==> src/rtl/rtc_bus_pkg.sv <==
// rtc_bus_pkg: shared constants for the RTC bus controller.
//   - PicoBlaze port map (write and read-back port IDs)
//   - bus FSM state encoding
//   - command register bit positions
package rtc_bus_pkg;

    localparam logic [7:0] PORT_ADDR  = 8'h01;
    localparam logic [7:0] PORT_WDATA = 8'h02;
    localparam logic [7:0] PORT_CMD   = 8'h03;
    localparam logic [7:0] PORT_STAT  = 8'h04;
    localparam logic [7:0] PORT_RDATA = 8'h05;

    localparam int CMD_WR_BIT = 0;
    localparam int CMD_RD_BIT = 1;

    typedef enum logic [2:0] {
        ST_IDLE  = 3'd0,
        ST_A_ACT = 3'd1,
        ST_A_GAP = 3'd2,
        ST_D_ACT = 3'd3,
        ST_D_GAP = 3'd4
    } state_t;

endpackage

==> src/rtl/rtc_bus_ctrl_timer.sv <==
// rtc_phase_timer: loadable down-counter timing one bus phase.
//   clk, rst : clock, async active-high reset
//   load     : restart the phase (counter <= T_PHASE-1)
//   done     : high on the last cycle of the phase (count == 0)
module rtc_phase_timer #(
    parameter int T_PHASE = 10
) (
    input  logic clk,
    input  logic rst,
    input  logic load,
    output logic done
);

    localparam int             W        = $clog2(T_PHASE);
    localparam logic [W-1:0]   LOAD_VAL = W'(T_PHASE - 1);

    logic [W-1:0] cnt_q;

    always_ff @(posedge clk or posedge rst) begin
        if (rst)                cnt_q <= '0;
        else if (load)          cnt_q <= LOAD_VAL;
        else if (cnt_q != '0)   cnt_q <= cnt_q - 1'b1;
    end

    assign done = (cnt_q == '0);

endmodule

==> src/rtl/rtc_bus_ctrl.sv <==
// rtc_bus_ctrl: PicoBlaze port-mapped controller for a multiplexed A/D RTC bus.
//   clk, rst                 : clock, async active-high reset
//   port_id/out_port/
//   write_strobe             : PicoBlaze OUTPUT interface (ADDR, WDATA, CMD)
//   in_port                  : registered read-back (STAT=busy, RDATA)
//   irq / irq_ack            : transaction-done interrupt
//   cs_n, rd_n, wr_n, ad_sel : RTC strobes and A/D phase select
//   ad_o, ad_oe, ad_i        : bus drive value, drive enable, sampled value
// Optional feature macro: RTC_BUS_IRQ_EN enables irq; otherwise irq is 0.
module rtc_bus_ctrl
    import rtc_bus_pkg::*;
#(
    parameter int T_PHASE = 10
) (
    input  logic       clk,
    input  logic       rst,
    input  logic [7:0] port_id,
    input  logic [7:0] out_port,
    input  logic       write_strobe,
    output logic [7:0] in_port,
    output logic       irq,
    input  logic       irq_ack,
    output logic       cs_n,
    output logic       rd_n,
    output logic       wr_n,
    output logic       ad_sel,
    output logic [7:0] ad_o,
    output logic       ad_oe,
    input  logic [7:0] ad_i
);

    state_t     state_q, state_d;
    logic [7:0] addr_q, wdata_q, rdata_q;
    logic [7:0] tx_addr_q, tx_wdata_q;   // snapshot taken at command time
    logic       tx_wr_q;
    logic [7:0] in_port_q, in_port_d;
    logic       busy, start, ph_load, ph_done;

    assign busy  = (state_q != ST_IDLE);
    assign start = write_strobe && (port_id == PORT_CMD) && !busy &&
                   (out_port[CMD_WR_BIT] || out_port[CMD_RD_BIT]);
    // Reload on every phase boundary so each state lasts exactly T_PHASE.
    assign ph_load = start || (busy && ph_done);

    rtc_phase_timer #(.T_PHASE(T_PHASE)) u_timer (
        .clk  (clk),
        .rst  (rst),
        .load (ph_load),
        .done (ph_done)
    );

    // State register
    always_ff @(posedge clk or posedge rst) begin
        if (rst) state_q <= ST_IDLE;
        else     state_q <= state_d;
    end

    // Next-state logic
    always_comb begin
        state_d = state_q;
        case (state_q)
            ST_IDLE:  if (start)   state_d = ST_A_ACT;
            ST_A_ACT: if (ph_done) state_d = ST_A_GAP;
            ST_A_GAP: if (ph_done) state_d = ST_D_ACT;
            ST_D_ACT: if (ph_done) state_d = ST_D_GAP;
            ST_D_GAP: if (ph_done) state_d = ST_IDLE;
            default:               state_d = ST_IDLE;
        endcase
    end

    // Bus outputs decoded from state, so reset forces them inactive at once
    always_comb begin
        cs_n   = 1'b1;
        rd_n   = 1'b1;
        wr_n   = 1'b1;
        ad_sel = 1'b1;
        ad_oe  = 1'b0;
        ad_o   = 8'h00;
        case (state_q)
            ST_A_ACT: begin
                cs_n = 1'b0; wr_n = 1'b0; ad_sel = 1'b0;
                ad_oe = 1'b1; ad_o = tx_addr_q;
            end
            ST_A_GAP: begin
                ad_sel = 1'b0; ad_oe = 1'b1; ad_o = tx_addr_q;
            end
            ST_D_ACT: begin
                cs_n = 1'b0;
                if (tx_wr_q) begin
                    wr_n = 1'b0; ad_oe = 1'b1; ad_o = tx_wdata_q;
                end else begin
                    rd_n = 1'b0;
                end
            end
            default: ;
        endcase
    end

    // Register file and transaction snapshot
    always_ff @(posedge clk or posedge rst) begin
        if (rst) begin
            addr_q     <= 8'h00;
            wdata_q    <= 8'h00;
            rdata_q    <= 8'h00;
            tx_addr_q  <= 8'h00;
            tx_wdata_q <= 8'h00;
            tx_wr_q    <= 1'b0;
        end else begin
            if (write_strobe && port_id == PORT_ADDR)  addr_q  <= out_port;
            if (write_strobe && port_id == PORT_WDATA) wdata_q <= out_port;
            if (start) begin
                tx_addr_q  <= addr_q;
                tx_wdata_q <= wdata_q;
                tx_wr_q    <= out_port[CMD_WR_BIT];   // write wins over read
            end
            if (state_q == ST_D_ACT && ph_done && !tx_wr_q) rdata_q <= ad_i;
        end
    end

    // Read-back mux, one cycle latency
    always_comb begin
        in_port_d = 8'h00;
        case (port_id)
            PORT_STAT:  in_port_d = {7'b0, busy};
            PORT_RDATA: in_port_d = rdata_q;
            default:    in_port_d = 8'h00;
        endcase
    end

    always_ff @(posedge clk or posedge rst) begin
        if (rst) in_port_q <= 8'h00;
        else     in_port_q <= in_port_d;
    end
    assign in_port = in_port_q;

`ifdef RTC_BUS_IRQ_EN
    logic irq_q;
    // Set on leaving D_GAP; a simultaneous ack does not clear it.
    always_ff @(posedge clk or posedge rst) begin
        if (rst)                                  irq_q <= 1'b0;
        else if (state_q == ST_D_GAP && ph_done)  irq_q <= 1'b1;
        else if (irq_ack)                         irq_q <= 1'b0;
    end
    assign irq = irq_q;
`else
    logic unused_irq_ack;
    assign unused_irq_ack = irq_ack;
    assign irq = 1'b0;
`endif

endmodule
==> config.mk <==
export PLATFORM = sky130hd
export DESIGN_NAME = rtc_bus_ctrl
export DESIGN_NICKNAME = d
export VERILOG_FILES = /design/src/rtl/rtc_bus_pkg.sv /design/src/rtl/rtc_bus_ctrl_timer.sv /design/src/rtl/rtc_bus_ctrl.sv
export SDC_FILE = /design/constraint.sdc
export NUM_CORES = 1
export LEC_CHECK = 0
export CAP_MARGIN = 15
export CORE_MARGIN = 8
export CORE_UTILIZATION = 35
export DETAILED_ROUTE_END_ITERATION = 10
export PLACE_DENSITY = 0.64
export SYNTH_ARGS = -nofsm -noshare
export SYNTH_HDL_FRONTEND = slang
export SYNTH_HIERARCHICAL = 1
export SYNTH_SLANG_ARGS = --single-unit
==> constraint.sdc <==
create_clock -name clk -period 2 [get_ports clk]
set_clock_uncertainty 0.1 [all_clocks]
set_input_delay 0.4 -clock clk [delete_from_list [all_inputs] [get_ports clk]]
set_output_delay 0.4 -clock clk [all_outputs]
set_load 0.03 [all_outputs]
==> results of run 1 <==
## repair_timing
item | 4_1_cts | 5_1_grt
hold endpoints to repair | 0 | 0
endpoints found under the setup margin | 40 | 50
setup buffers | 3 | 2
cloned | 0 | 2
resized for setup | 23 | 21
pin swaps | 10 | 10
## layout by cell type, fill, tap and decap left out, drive strengths merged, types with 2 or more instances in the layout
master and n:
a21oi 5, a22oi 7, and2 7, and3 2, buf 48, clkbuf 10
clkdlybuf4s50 29, dfrtp 56, dlygate4sd2 2, dlymetal6s2s 3, ha 2, inv 7
mux2 41, mux2i 2, nand2 10, nand2b 5, nand3b 2, nor2 13
nor2b 3, nor3 3, nor4 4, o21ai 2, or2 2, or3 4
## through the flow
stage / hold slack, ns / total power [mW]
3_5_place_dp: 0.359 / 2.58
2_1_floorplan: 0.0661 / 2.07
5_1_grt: 0.230 / 3.48
4_1_cts: 0.232 / 3.25
6_report: 0.225 / 3.27
3_3_place_gp: 0.354 / 2.55
## cell usage after synthesis
cell      count
ha_1          2
mux2_2       41
inv_1         7
buf_6         1
nor4_1        1
nand2b_1      5
or4_4         1
or2_1         1
a21oi_1       5
nand3b_1      2
or3_1         4
nor3_1        3
nand2_2       1
nand3_1       1
o21ai_0       2
xnor2_1       1
a221oi_1      1
nor2_1       13
nand2_1       9
or2_2         1
and3_1        2
o31ai_1       1
a22oi_1       7
clkbuf_1      5
xor2_1        1
and2_1        7
nor4_4        3
nor3b_2       1
a211o_1       1
mux2i_1       2
dfrtp_1      56
nand4b_1      1
conb_1        1
nor2b_1       3
buf_4         1
## power breakdown
part           switching [mW]  internal (mW)
registers               0.118           1.29
clock network           0.353          0.251
logic                   0.628          0.622
total                    1.10           2.17
## worst paths after layout
kind                                   startpoint                           end  slack, ns
max                        state_q[0]$_DFFE_PP0P_     tx_wdata_q[6]$_DFFE_PP0P_      -0.04
max in group asynchronous                     rst      tx_addr_q[6]$_DFFE_PP0P_       1.01
min in group clk                       port_id[6]          in_port[0]$_DFF_PP0_       0.34
min reg2reg                rdata_q[4]$_DFFE_PP0P_          in_port[4]$_DFF_PP0_       0.38
min                                           rst  u_timer/cnt_q[2]$_DFFE_PP0P_       0.23
max reg2reg                state_q[0]$_DFFE_PP0P_     tx_wdata_q[6]$_DFFE_PP0P_      -0.04
## registers in the layout, summed over array words and instances (netlist names), 3 cells and up
signal / count
rdata_q: 8
wdata_q: 8
tx_addr_q: 8
in_port: 8
addr_q: 8
state_q: 3
u_timer/cnt_q: 4
tx_wdata_q: 8
## logic make-up after synthesis
logic type | count (synthesis)
AOI/OAI and AO/OA | 17
xor gates and xnor gates | 2
adders and majority gates | 2
buffers and inverters | 14
DFF | 56
muxes | 43
other | 1
and+or+nand+nor | 59
## cell type report
class,count,area (sq um),area share
Clock buffer,7,76.3,0.0211
Multi-Input combinational cell,124,1130,0.313
Inverter,7,26.3,0.00727
Timing Repair Buffer,86,846,0.234
Tap cell,96,120,0.0333
Clock inverter,1,8.76,0.00242
Sequential cell,56,1400,0.389
## per-layer routing
| layer | track usage | up-vias | part of all wire |
|---|---|---|---|
| met5 | 0 | - | 0 |
| met2 | 0.194 | 25 | 0.52 |
| li1 | - | 843 | - |
| met1 | 0.140 | 887 | 0.44 |
| met3 | 0.0242 | 6 | 0.031 |
| met4 | 0.0453 | 0 | 0.015 |
==> impl_results.html, run 1 <==
<table>
<tr><th>Metric</th><th>Value</th></tr>
<tr><th colspan="2">Clocking</th></tr>
<tr><td>Worst skew pair latency</td><td>0.30 ns</td></tr>
<tr><td>Maximum number of buffers from clock root to sink</td><td>2</td></tr>
<tr><td>Clock Tree Root</td><td>clkbuf_8</td></tr>
<tr><td>Clock transition at the registers of the reported paths</td><td>0.09 ns</td></tr>
<tr><td>Total number of H-tree levels</td><td>2</td></tr>
<tr><td>Clock tree sinks</td><td>56</td></tr>
<tr><td>TritonCTS Buffers</td><td>5</td></tr>
<tr><td>CTS hold repair buffers</td><td>0</td></tr>
<tr><td>TritonCTS clock tree</td><td>yes</td></tr>
<tr><th colspan="2">Worst setup path</th></tr>
<tr><td>Critical path's largest stage delay</td><td>0.47 ns</td></tr>
<tr><td>Number of logic stages on the critical path including buffering</td><td>6</td></tr>
<tr><td>Cell breakdown of the critical path</td><td>buf_4 -&gt; or3_4 -&gt; nor4_4 -&gt; buf_6 -&gt; clkbuf_16 -&gt; mux2_2</td></tr>
<tr><td>Critical Path Fanout Max</td><td>8</td></tr>
<tr><td>Slowest stage cell, crit path</td><td>dfrtp_2</td></tr>
<tr><td>Worst path bufs/invs</td><td>3</td></tr>
<tr><td>Depth of the worst register-to-register path</td><td>6</td></tr>
<tr><td>Setup Crit Path Kind</td><td>flop to flop</td></tr>
<tr><td>Data arrival time of the critical path</td><td>2.14 ns</td></tr>
<tr><td>Required time reported for the critical path endpoint</td><td>2.09 ns</td></tr>
<tr><td>Family with the most delay on the worst path</td><td>simple AND/OR/NAND/NOR gates</td></tr>
<tr><td>Endpoint kind of the worst setup timing path</td><td>flop</td></tr>
<tr><td>Element type at the critical path start</td><td>flop</td></tr>
<tr><th colspan="2">Min path</th></tr>
<tr><td>Class of the tightest hold or removal check</td><td>input port to async pin</td></tr>
<tr><th colspan="2">Place</th></tr>
<tr><td>Cell area after placement</td><td>0.00332 sq mm</td></tr>
<tr><td>Hpwl dp</td><td>4010 um</td></tr>
<tr><td>Buffers on Ports</td><td>47</td></tr>
<tr><td>Worst slack at placement</td><td>-0.405 ns</td></tr>
<tr><td>Placed cell count</td><td>364</td></tr>
<tr><td>Placer Congestion</td><td>0.746</td></tr>
<tr><th colspan="2">Timing</th></tr>
<tr><td>PnR worst setup slack</td><td>-0.0414 ns</td></tr>
<tr><td>Final number of setup-violating endpoints</td><td>16</td></tr>
<tr><td>Setup Total Neg Slack</td><td>-0.448 ns</td></tr>
<tr><td>Top achievable clock speed</td><td>490 MHz</td></tr>
<tr><td>Count of endpoints failing hold in the final timing report</td><td>0</td></tr>
<tr><td>Setup repair after global routing missed its margin</td><td>true</td></tr>
<tr><td>Min Tclk post-route</td><td>2.04 ns</td></tr>
<tr><td>Share of the cycle needed by the critical path after routing</td><td>1.02</td></tr>
<tr><td>Number of pins with negative max-slew slack in the final report</td><td>0</td></tr>
<tr><th colspan="2">Yosys</th></tr>
<tr><td>Count of cell types in the netlist</td><td>35</td></tr>
<tr><td>YS warnings</td><td>6</td></tr>
<tr><td>Synthesized-area fraction occupied by ao, oa, aoi and oai cells</td><td>0.0455</td></tr>
<tr><td>Area share of the leading cell type in the synthesized netlist</td><td>0.566</td></tr>
<tr><td>Leading post-synthesis cells by cell area</td><td>dfrtp_1 57%, mux2_2 19%, nor4_4 2.6%, a22oi_1 2.1%, nor2_1 2.0%</td></tr>
<tr><td>Post-synthesis xor/xnor area fraction</td><td>0.00707</td></tr>
<tr><td>Share of synthesized cell area in full adder, half adder and majority cells</td><td>0.0101</td></tr>
<tr><td>Post-Synthesis Cells</td><td>194</td></tr>
<tr><td>Per-instance average area after synthesis</td><td>12.8 sq um</td></tr>
<tr><td>Sequential element share of the synthesized area</td><td>0.566</td></tr>
<tr><td>Total standard cell area after synthesis</td><td>0.00248 sq mm</td></tr>
<tr><td>Synth Net Count</td><td>224</td></tr>
<tr><td>Yosys reg bits</td><td>56</td></tr>
<tr><td>Simple-gate share of the synthesized area</td><td>0.150</td></tr>
<tr><td>Combinational family with the most area after synthesis</td><td>multiplexers</td></tr>
<tr><td>Share of synthesized area spent on multiplexers</td><td>0.195</td></tr>
<tr><td>Post-synthesis cell type with the largest combined area</td><td>dfrtp_1</td></tr>
<tr><th colspan="2">Layout</th></tr>
<tr><td>Layout cells sized above 1</td><td>0.466</td></tr>
<tr><td>Fin cells</td><td>377</td></tr>
<tr><td>Total Nets Final</td><td>310</td></tr>
<tr><td>Fill cell total of the finished layout</td><td>613</td></tr>
<tr><td>Core Util, Final</td><td>0.529</td></tr>
<tr><td>Antenna diodes</td><td>0</td></tr>
<tr><td>Layout overhead on the synthesized area</td><td>45.9%</td></tr>
<tr><td>Area of all placed cells without fillers</td><td>0.00361 sq mm</td></tr>
<tr><th colspan="2">Routing</th></tr>
<tr><td>Detailed-router iteration count before antenna repair</td><td>5</td></tr>
<tr><td>Total vias in the final route</td><td>1,761</td></tr>
<tr><td>Number of nets with antenna violations after routing</td><td>0</td></tr>
<tr><td>Remaining design rule violation count</td><td>0</td></tr>
<tr><td>Total detailed-routing wirelength</td><td>5730 um</td></tr>
<tr><td>Mean routed wirelength per cell</td><td>15.2 um</td></tr>
<tr><td>Number of design-rule violations left by the first detailed-router iteration</td><td>44</td></tr>
<tr><td>Per-cell via count in the routed design</td><td>4.67</td></tr>
<tr><th colspan="2">Pwr</th></tr>
<tr><td>Cell Pwr Density</td><td>904 mW/mm^2</td></tr>
<tr><td>Static Leakage</td><td>1.69 nW</td></tr>
<tr><td>Maximum vdd ir drop</td><td>0.000350 V</td></tr>
<tr><th colspan="2">Run</th></tr>
<tr><td>MaxCap Viol Count</td><td>0</td></tr>
<tr><th colspan="2">Global routing</th></tr>
<tr><td>Global-route congestion overflow total</td><td>0</td></tr>
<tr><td>Initial antenna violation count</td><td>0</td></tr>
<tr><td>Largest net degree at the start of global routing</td><td>41</td></tr>
<tr><td>Global-route wire length before repair</td><td>9170 um</td></tr>
<tr><td>GRT Util Overall</td><td>0.115</td></tr>
<tr><td>Via count of the first global-routing pass</td><td>1,881</td></tr>
<tr><th colspan="2">Status</th></tr>
<tr><td>Outcome</td><td>finished, violations left</td></tr>
<tr><td>Violations in the final reports</td><td>negative setup slack</td></tr>
<tr><th colspan="2">Floorplan</th></tr>
<tr><td>Number of top-level pins</td><td>50</td></tr>
<tr><td>Starting density of the core</td><td>0.362</td></tr>
<tr><td>Number of standard-cell rows in the floorplan</td><td>30</td></tr>
<tr><td>Horizontal die dimension</td><td>100 um</td></tr>
<tr><td>Standard cell core area</td><td>0.00683 sq mm</td></tr>
<tr><td>Floorplan die area</td><td>0.0100 sq mm</td></tr>
<tr><td>Die boundary height</td><td>100 um</td></tr>
</table>
Power figures use the tool's default switching activity.
==> run 2: changes to the inputs <==
--- a/config.mk
+++ b/config.mk
@@ -8,6 +8,7 @@
 export CAP_MARGIN = 15
 export CORE_MARGIN = 8
 export CORE_UTILIZATION = 35
+export CTS_CLUSTER_DIAMETER = 80
 export DETAILED_ROUTE_END_ITERATION = 10
 export PLACE_DENSITY = 0.64
 export SYNTH_ARGS = -nofsm -noshare
==> results of run 2 <==
No change in the layout: final DEF, timing and power equal those of run 1.
